### config.mk
export PLATFORM = sky130hd
export DESIGN_NAME = mem_arbiter
export DESIGN_NICKNAME = d
export VERILOG_FILES = /design/src/rtl/mem_arbiter.sv
export SDC_FILE = /design/constraint.sdc
export NUM_CORES = 1
export LEC_CHECK = 0
export ABC_AREA = 1
export BUFFER_PORTS_ARGS = -buffer_cell sky130_fd_sc_hd__buf_2
export CORE_AREA = 2 2 101 103
export DETAILED_ROUTE_END_ITERATION = 6
export DIE_AREA = 0 0 103 105
export PLACE_DENSITY = 0.73
export SLEW_MARGIN = 20
export SYNTH_ARGS = -nofsm -noshare
export SYNTH_HDL_FRONTEND = slang
export SYNTH_SLANG_ARGS = --single-unit
export TNS_END_PERCENT = 10
### constraint.sdc
create_clock -name clk -period 4.1 [get_ports clk]
set_clock_uncertainty 0.15 [all_clocks]
set_input_delay 0.41 -clock clk [delete_from_list [all_inputs] [get_ports clk]]
set_output_delay 0.41 -clock clk [all_outputs]
set_load 0.01 [all_outputs]
### src/rtl/mem_arbiter.sv
// mem_arbiter: shares one single-port synchronous RAM between instruction fetch and data access.
// Data wins contention except when a starvation guard forces an instruction grant.
module mem_arbiter #(
  parameter int unsigned STARVE_LIMIT = 4
) (
  input  logic        clk,
  input  logic        rst,
  input  logic        d_req,
  input  logic        d_we,
  input  logic [29:0] d_addr,
  input  logic [31:0] d_din,
  output logic        d_gnt,
  output logic        d_rvalid,
  output logic [31:0] d_dout,
  input  logic        i_req,
  input  logic [29:0] i_addr,
  output logic        i_gnt,
  output logic        i_rvalid,
  output logic [31:0] i_dout,
  output logic [29:0] m_addr,
  output logic [31:0] m_din,
  output logic        m_en,
  output logic        m_we,
  input  logic [31:0] m_dout
);

  logic [3:0]  r_starve_cnt;
  logic        r_rd_d;
  logic        r_rd_i;
  logic [31:0] r_hold_d;
  logic [31:0] r_hold_i;
  logic        w_force_i;

  assign w_force_i = (r_starve_cnt == 4'(STARVE_LIMIT));

  assign d_gnt = ~rst & d_req & (~i_req | ~w_force_i);
  assign i_gnt = ~rst & i_req & (~d_req | w_force_i);

  assign m_en   = d_gnt | i_gnt;
  assign m_we   = d_gnt & d_we;
  assign m_addr = d_gnt ? d_addr : (i_gnt ? i_addr : '0);
  assign m_din  = (d_gnt & d_we) ? d_din : '0;

  assign d_rvalid = r_rd_d;
  assign i_rvalid = r_rd_i;
  // Each port sees live RAM data only in its own return cycle, its hold register otherwise.
  assign d_dout   = r_rd_d ? m_dout : r_hold_d;
  assign i_dout   = r_rd_i ? m_dout : r_hold_i;

  always_ff @(posedge clk or posedge rst) begin
    if (rst) begin
      r_starve_cnt <= '0;
      r_rd_d       <= 1'b0;
      r_rd_i       <= 1'b0;
      r_hold_d     <= '0;
      r_hold_i     <= '0;
    end else begin
      if (i_gnt || !i_req) begin
        r_starve_cnt <= '0;
      end else if (d_gnt && (r_starve_cnt < 4'(STARVE_LIMIT))) begin
        r_starve_cnt <= r_starve_cnt + 4'd1;
      end
      r_rd_d <= d_gnt & ~d_we;
      r_rd_i <= i_gnt;
      if (r_rd_d) r_hold_d <= m_dout;
      if (r_rd_i) r_hold_i <= m_dout;
    end
  end

endmodule

; Word level (Yosys, flattened, before mapping)
; Cells that the tools add are included.
[op_classes]
n_div = 0
mul = 0
n_eq_ne = 1
add_sub_neg = 1
n_bitwise = 14
shifts = 0
mux = 7
order_cmp = 1
reduce_logical = 4
[op_table]
columns = cell, count
row1 = 2-to-1 mux 32 bit, 3
row2 = 2-to-1 mux 30 bit, 2
row3 = 2-to-1 mux 4 bit, 2
row4 = AND 1 bit, 6
row5 = inverter 1 bit, 5
row6 = adder 4 x 1 -> 4 bit (second input constant), 1
row7 = equality test 4 x 3 -> 1 bit (second input constant), 1
row8 = < comparator 4 x 3 -> 1 bit (second input constant), 1
row9 = bitwise OR 1 bit, 3
row10 = nonzero test 2 bit, 1
row11 = logical AND 1 bit, 1
row12 = zero test 1 bit, 1
row13 = logical OR 1 bit, 1
[word_totals]
latchBits = 0
in_bits = 129
reg_bits = 70
out_inout_bits = 132
n_memories = 0
ram_bits = 0
mem_bits_ro = 0

; Logic depth before layout (Yosys ltp)
; Gate-level depths: netlist of run 1.
[depth]
ltp_word = 7
ltp_mapped = 9
mapped_depth_nobuf = 8

; Least setup slack after synthesis of run 1
; OpenSTA, ideal clock, no wires.
[synth_path]
kind = input-to-reg
from = input rst
to = register r_starve_cnt[0]
setup_ns = 0.116
path_buffers = 0
cell_stages = 4
t_required_ns = 3.834
arrival_time_ns = 2.323
slack_ns = 1.511
cell_sequence = inv_1 -> a21oi_1 -> nand2_1 -> nor2_1
[synth_between]
elab_chain_len = 5
elab_cells_between_ends = 9
cone_classes = mux: 1 / bitwise: 5 / reduce/logical: 3
[synth_rtl]
columns = element, line
row1 = start: declaration, 7  ; input logic rst,
row2 = inverter 1 bit (*), "36, 37"
row3 = AND 1 bit (on tied branches) (2 in series), "37, 36"
row4 = logical OR 1 bit or logical AND 1 bit (tied branches), "58, 60"
row5 = 2-to-1 mux 4 bit or nonzero test 2 bit (tied branches), n/a
row6 = end signal: assignment, 61  ; r_starve_cnt <= r_starve_cnt + 4'd1;
row7 = end: declaration, 27  ; logic [3:0] r_starve_cnt;
; Every way passes the cells marked *; elsewhere a longest branch is shown, timed or not.
; A chain may end at the register's enable or synchronous reset.

; Final worst setup path of run 1
[layout_path]
from = register r_starve_cnt[0]
to = output m_din[0]
[layout_between]
elab_chain_len = 6
[layout_rtl]
columns = element, line
row1 = equality test 4 x 3 -> 1 bit, 34  ; assign w_force_i = (r_starve_cnt == 4'(STARVE_LIMIT));
row2 = inverter 1 bit, 36  ; assign d_gnt = ~rst & d_req & (~i_req | ~w_force_i);
row3 = bitwise OR 1 bit, 36
row4 = AND 1 bit, 36
row5 = AND 1 bit, 42  ; assign m_din = (d_gnt & d_we) ? d_din : '0;
row6 = 2-to-1 mux 32 bit, 42
row7 = end: declaration, 21  ; output logic [31:0] m_din,
; Every way passes these cells.

==> metrics.md, run 1 <==
| Metric | Value |
|---|---|
| Final slew viol count | `0` |
| Synth Flop Type | `dfrtp_1` |
| Total Wirelength | `10200 µm` |
| Fill cells | `884` |
| Outcome | `finished, final reports clean` |
| Avg Cell Area, Syn | `slightly above 10 µm²` |
| Largest net degree at the start of global routing | `38` |
| Syn-to-layout area delta | `43.1%` |
| Total setup buffers inserted after CTS | `0` |
| Nets@finish | `734` |
| Initial Util | `0.365` |
| Slowest stage cell on the critical path | `dfrtp_1` |
| Final Util | `0.522` |
| Yosys reg bits | `70` |
| Largest cells by area after synthesis | `dfrtp_1 (50%), mux2_2 (19%), nand2_1 (10%)` |
| P per Cell Area | `378 mW/mm²` |
| Critical path type | `reg2out` |
| Clock latency at the later pin of the worst-skew pair | `0.33 ns` |
| Die ar. | `0.0108 mm²` |
| Inserted Diodes | `0` |
| Clock-pin slew on the worst setup and hold paths | `0.07 ns` |
| Non-filler cells, final | `~740` |
| Post-DP HPWL | `8380 µm` |
| Critical path peak fanout | `33` |
| Pint | `1320 µW` |
| Die height | `105 µm` |
| Setup total negative slack | `0 ns` |
| Port-buffer cells | `260` |
| Synth cell count leaders | `nand2_1 (98), dfrtp_1 (70), mux2_2 (60)` |
| CTS sink count | `70` |
| Vias post-DR | `around 3200` |
| CTS tree | `built` |
| Remaining DRCs | `0` |
| Setup repair after global routing missed its margin | `false` |
| Crit-path max cell delay | `0.38 ns` |
| # IOs | `roughly 260` |
| Flop2flop setup slack | `around 2.3 ns` |
| Worst reg2reg path depth | `2` |
| Worst Setup Start Kind | `flop` |
| Cell taking the most area after synthesis | `dfrtp_1` |
| Pre-antenna DRT Iters | `4` |
| Remaining antenna violation count | `0` |
| Yosys warning count | `0` |
| Worst vdd ir | `between 0.15 and 0.2 mV` |
| Max Freq | `around 370 MHz` |
| Detail-routed via count per cell | `4.30` |
| Core ar. | `0.00964 mm²` |
| First-pass GRT wire length | `approximately 16000 µm` |
| Initial DRC count | `120` |
| Post-Syn Area | `0.00352 mm²` |
| Die width | `103 µm` |
| Drt wl/cell | `13.8 µm` |
| Sequential-to-total area share from yosys stat | `0.498` |
| # Max-Cap Violations | `0` |
| R2r startpoint | `i_rvalid$_DFF_PP0_` |
| Gr usage total | `0.184` |
| WP data required | `between 3 and 4 ns` |
| Switching part of the total power | `0.306` |
| Final period utilization | `0.653` |
| Critical path arrival | `2.12 ns` |
| CTS Buffer Depth | `2` |
| Async S/R FF share, synth | `1.00` |
| Slew @ Worst Pin | `0.750 ns` |
| Crit. End Element | `primary output` |
| Vias in the first global route | `approximately 3000` |
| Worst R2R End | `r_hold_i[31]$_DFF_PP0_` |
| Clock power share | `0.268` |
| Post-CTS Hold Buffers | `0` |
| Combinational power share | `0.288` |
| GPL Wtd Cong | `around 0.9` |
| Clk root buf | `clkbuf_8` |
| Synth top area share | `0.498` |
| Layout cells sized above 1 | `0.618` |
| Max_slew headroom | `0.499` |
| Site Rows | `36` |
| Switching power | `582 µW` |
| Htree depth | `3` |
| Initial antenna violation count | `0` |
| Most common cell in the synthesized netlist | `nand2_1` |
| CTS Buf Count | `9` |
| Final setup vio count | `0` |
| Hold crit path type | `in2async` |
| GRT overflow | `0` |
| Flop pwr share | `0.444` |
| Static Leak | `a little under 0.003 µW` |
| Syn_nets | `477` |
| Mapped Cells | `346` |
| Post-CTS Resized | `0` |
| Crit path cell chain | `inv_1, ha_1, nand4_4, nand2_4, inv_4, nand2_8, nor2_1, buf_2` |
| Tot Pwr | `about 1900 µW` |
| Final Hold Fails | `0` |
| Count of cell types in the netlist | `22` |
| Post-synth EDFFs | `0` |
| Post-layout min period | `2.68 ns` |
| Placed cell count | `between 700 and 800` |
## cell families (layout without fill, tap and decap cells)
group / after synthesis / in the layout / synth area share
AO/OA/AOI/OAI: 2 / 2 / 0.00285
adder cells (fa/ha/maj): 2 / 2 / 0.00711
buffers and inverters: 63 / 325 / 0.0946
flip-flops: 70 / 70 / 0.498
multiplexers: 64 / 64 / 0.205
AND/OR/NAND/NOR: 145 / 145 / 0.193
## area by class of cell
cell class	count	area [µm²]	share of cell area
Inverter	46	175	0.0348
Clock buffer	11	151	0.0301
Sequential cell	70	1750	0.348
Timing Repair Buffer	263	1320	0.263
Clock inverter	5	33.8	0.00671
Tap cell	133	166	0.0330
Multi-Input combinational cell	213	1430	0.285
## registers in the layout, indices dropped and copies added (netlist names)
register      count
r_hold_d         32
r_hold_i         32
r_starve_cnt      4
d_rvalid          1
i_rvalid          1
## worst max-delay path by stage
| stage | startpoint | endpoint | slack, ns | cells past startpoint |
|---|---|---|---|---|
| CTS | r_starve_cnt[0]$_DFFE_PP0P_ | m_addr[27] | 1.39 | 9 |
| global route | r_starve_cnt[0]$_DFFE_PP0P_ | m_addr[27] | 1.26 | 9 |
| global placement | r_starve_cnt[0]$_DFFE_PP0P_ | m_addr[27] | 1.88 | 9 |
| finish | r_starve_cnt[0]$_DFFE_PP0P_ | m_din[0] | 1.42 | 8 |
| detailed placement | r_starve_cnt[0]$_DFFE_PP0P_ | m_addr[27] | 1.77 | 9 |
| floorplan | rst | r_starve_cnt[0]$_DFFE_PP0P_ | 1.51 | 4 |
## cells in the final DEF (no fill, tap or decap)
master      count
inv_2           2
mux2_1          4
nand4_1         3
nand2_1        98
inv_1          43
clkbuf_8       11
nor2_4          1
nand3_1         2
clkinv_4        1
nor2_2         29
nand2_2         1
inv_4           1
nand2_8         1
a21oi_1         2
clkinvlp_4      2
nor2_1          8
mux2_2         60
clkinv_2        2
nand4_4         1
nand2_4         1
buf_2         260
dfrtp_1        70
buf_4           3
ha_1            2
## critical path, delay by kind of cell (launching register included)
kind                       cells  cell delay [ns]
and+or+nand+nor                4             0.66
adders and majority gates      1             0.25
buffers and inverters          3             0.49
DFF                            1             0.38
## routing by layer
metal,GRT usage,wire [µm],vias up,part of all wire
met5,0,0,-,0
met4,0.0583,159,0,0.016
met3,0.0368,730,13,0.071
met2,0.319,5250,147,0.51
met1,0.226,4100,1449,0.40
li1,-,-,1580,-
## power groups by stage
stage | sequential (µW) | combinational, µW | clock [µW]
2_1_floorplan | 845 | 313 | 0
3_3_place_gp | 852 | 541 | 0
3_5_place_dp | 861 | 555 | 0
4_1_cts | 848 | 557 | 530
5_1_grt | 858 | 598 | 568
6_report | 846 | 548 | 511
## through the flow
| stage | hold WS [ns] | instance area, µm² | worst slack [ns] |
|---|---|---|---|
| final | 0.0856 | 5040 | 1.42 |
| after global routing | 0.125 | 5040 | 1.26 |
| after CTS | 0.0970 | 5040 | 1.39 |
| after detailed placement | 0.319 | 4850 | 1.77 |
| after global placement | 0.314 | 4850 | 1.88 |
| after floorplan | 0.309 | 3520 | 1.51 |
(Power assumes the default switching activity.)
==> run 2, diff against run 1 <==
- ABC_AREA: 1 -> 0
- clock period: 4.1 -> 2.4 ns (I/O delays scaled with it)
==> run 2 against run 1 <==
Synthesized cell count shrank 30%; global-route usage up 4.2 points; first-iteration DRC count grew 140%; core utilization up 3.2 points; sequential cell count is the same; sequential share of layout area fell by 2.0 points; register-to-register slack lost 1.6 ns; synthesized area is 7.5% lower; routed wire length is 28% higher.
==> metrics.md, run 2 <==
| Metric | Value |
|---|---|
| Hold crit path type | `in2reg` |
| Sequential-to-total area share from yosys stat | `0.538 (+0.0404)` |
| Clock-pin slew on the worst setup and hold paths | `0.08 ns (about the same)` |
| Count of cell types in the netlist | `23 (+4.5%)` |
| Placed cell area | `0.00468 mm² (-3.6%)` |
| Yosys reg bits | `70 (unchanged)` |
| Crit path cell chain | `inv_2, ha_2, nor2b_4, a31oi_4, buf_12, clkbuf_16, a22o_1, buf_2` |
| DP Worst Slack | `0.321 ns (-1.45 ns)` |
| Initial Util | `0.338 (-0.0274)` |
| Port-buffer cells | `260 (unchanged)` |
| Site Rows | `36 (unchanged)` |
| Yosys warning count | `0 (unchanged)` |
| Vias post-DR | `3208 (+0.60%)` |
| Syn_nets | `373 (-22%)` |
| Gr usage total | `0.226 (+0.0421)` |
| P per Cell Area | `619 mW/mm² (+64%)` |
| Synth Flop Type | `dfrtp_1` |
| Post-DP HPWL | `9600 µm (+15%)` |
| GRT overflow | `0 (unchanged)` |
| Final period utilization | `0.988` |
| Max Freq | `422 MHz` |
| # Max-Cap Violations | `0 (unchanged)` |
| Clock latency at the later pin of the worst-skew pair | `0.33 ns (about the same)` |
| First-pass GRT wire length | `18000 µm (+16%)` |
| Fin area | `0.00534 mm² (+6.1%)` |
| # IOs | `261 (unchanged)` |
| FF+latch area | `0.00175 mm² (unchanged)` |
| Max_slew headroom | `0.589 (+0.0894)` |
| Die height | `105 µm (unchanged)` |
| Slew @ Worst Pin | `0.617 ns (-0.133 ns)` |
| Htree depth | `3 (unchanged)` |
| Final setup vio count | `0 (unchanged)` |
| Post-Syn Area | `0.00325 mm² (-7.5%)` |
| CTS sink count | `70 (unchanged)` |
| Most common cell after layout, fill and taps aside | `buf_2` |
| Fill cells | `835 (-5.5%)` |
| Core ar. | `0.00964 mm² (unchanged)` |
| Area of the multi-input gates | `0.00140 mm² (-2.1%)` |
| Async S/R FF share, synth | `1.00 (unchanged)` |
| Remaining antenna violation count | `0 (unchanged)` |
| Critical path type | `reg2out` |
| Slowest stage cell on the critical path | `dfrtp_1` |
| Most frequent cells in the layout | `buf_2 (259), dfrtp_1 (70), mux2_1 (64)` |
| GPL Wtd Cong | `1.07 (+23%)` |
| Post-layout min period | `2.37 ns` |
| CP delay by family, top | `buffers and inverters` |
| Total Wirelength | `13100 µm (+28%)` |
| Crit-path max cell delay | `0.40 ns (+0.02 ns)` |
| Static Leak | `0.00290 µW (-0.65%)` |
| CTS Buf Count | `9 (unchanged)` |
| Clk root buf | `clkbuf_8` |
| Largest registers | `r_hold_d (32), r_hold_i (32), r_starve_cnt (4)` |
| Avg Cell Area, Syn | `13.4 µm² (+32%)` |
| Pre-antenna DRT Iters | `4 (unchanged)` |
| Synth top area share | `0.538 (+0.0404)` |
| CTS tree | `built` |
| Nets@finish | `666 (-9.3%)` |
| CTS Buffer Depth | `2 (unchanged)` |
| Cell taking the most area after synthesis | `dfrtp_1` |
| Die ar. | `0.0108 mm² (unchanged)` |
| Post-route worst setup slack | `0.0277 ns (-1.40 ns)` |
| Syn-to-layout area delta | `64.1%` |
| Final Hold Fails | `0 (unchanged)` |
| Synth cell count leaders | `dfrtp_1 (70), mux2_1 (64), and3_1 (32)` |
| Drt wl/cell | `19.5 µm (+41%)` |
| Layout cells sized above 1 | `0.562 (-0.0563)` |
| Largest cells by area after synthesis | `dfrtp_1 (54%), mux2_1 (22%), a22o_1 (8.1%)` |
| Critical path arrival | `1.98 ns (-0.14 ns)` |
| Setup repair after global routing missed its margin | `true` |
| Outcome | `finished, final reports clean` |
| WP data required | `2.01 ns (-1.53 ns)` |
| Mapped Cells | `242 (-30%)` |
| Worst vdd ir | `0.349 mV (+120%)` |
| Setup total negative slack | `0 ns (unchanged)` |
| Post-synth EDFFs | `0 (unchanged)` |
| CP bufs+invs | `4 (+1)` |
| Worst Setup Start Kind | `flop` |
| Most common cell in the synthesized netlist | `dfrtp_1` |
| Largest net degree at the start of global routing | `49 (+29%)` |
| Final slew viol count | `0 (unchanged)` |
| Critical path peak fanout | `8 (-76%)` |
| Crit. End Element | `primary output` |
| Vias in the first global route | `3318 (+7.4%)` |
| Die width | `103 µm (unchanged)` |
| Initial DRC count | `290 (+140%)` |
| Remaining DRCs | `0 (unchanged)` |
| Detail-routed via count per cell | `4.77 (+11%)` |
| Initial antenna violation count | `3 (+3)` |
## run 2: through the flow
| stage | utilization | hold slack, ns | std cells | total power (µW) |
|---|---|---|---|---|
| 6_report | 0.554 | 0.0249 | 673 | 3310 |
| 5_1_grt | 0.554 | 0.00200 | 673 | 3490 |
| 4_1_cts | 0.539 | 0.00000272 | 665 | 3310 |
| 3_5_place_dp | 0.485 | 0.239 | 621 | 2340 |
| 3_3_place_gp | 0.485 | 0.224 | 621 | 2310 |
| 2_1_floorplan | - | 0.156 | 242 | 1890 |
## run 2: area by class of cell
class                           count  share of cell area
Timing Repair Buffer              303               0.340
Sequential cell                    70               0.328
Multi-Input combinational cell    148               0.263
Tap cell                          133              0.0312
Clock buffer                        9              0.0232
Clock inverter                      6              0.0119
Inverter                            3             0.00281
Antenna cell                        1            0.000468
## run 2: power by group
part           internal [µW]  switching [µW]
registers               1380            50.1
logic                    461             502
clock network            472             441
total                   2310             993
## run 2: routing by layer
metal,GRT usage,wire [µm]
met4,0.0714,186
met3,0.0930,1350
met5,0,7
met1,0.261,4910
met2,0.378,6660
## run 2: final timing paths
check / start / endpoint / slack (ns) / cells past startpoint
worst min register to register: r_hold_i[12]$_DFF_PP0_ / r_hold_i[12]$_DFF_PP0_ / 0.33 / 1
max in group asynchronous: rst / r_hold_d[14]$_DFF_PP0_ / 1.05 / 4
worst max-delay path: r_starve_cnt[0]$_DFFE_PP0P_ / m_addr[13] / 0.03 / 8
min in group asynchronous: rst / r_hold_i[22]$_DFF_PP0_ / 0.48 / 4
worst max register to register: r_starve_cnt[0]$_DFFE_PP0P_ / d_rvalid$_DFF_PP0_ / 0.68 / 7
worst min-delay path: m_dout[7] / r_hold_d[7]$_DFF_PP0_ / 0.02 / 2
## run 2: worst register-to-register path, stage by stage, from the launching register on
cell and delay [ns]:
dfrtp_1 0.37, inv_2 0.05, ha_2 0.19, nor2b_4 0.13, a31oi_4 0.29, buf_12 0.17
buf_6 0.15, nor2b_1 0.13
## run 2: logic make-up (layout without fill, tap and decap cells)
| family | Yosys count | count (layout) | synth area share |
|---|---|---|---|
| compound gates | 35 | 35 | 0.0930 |
| xor+xnor | 1 | 1 | 0.00269 |
| fa+ha+maj | 2 | 2 | 0.00769 |
| buf+inv | 24 | 321 | 0.0454 |
| flops | 70 | 70 | 0.538 |
| mux | 65 | 65 | 0.225 |
| other cells | 0 | 1 | 0 |
| simple gates | 45 | 45 | 0.0884 |
## run 2: timing repair
item                                    in CTS  in global routing
cloned                                       1                  4
buffers inserted                             0                  3
pin swaps                                    0                  2
hold endpoints to repair                    67                  0
endpoints found under the setup margin       8                 64
hold buffers                                28                  0
gates resized for setup                      4                  9
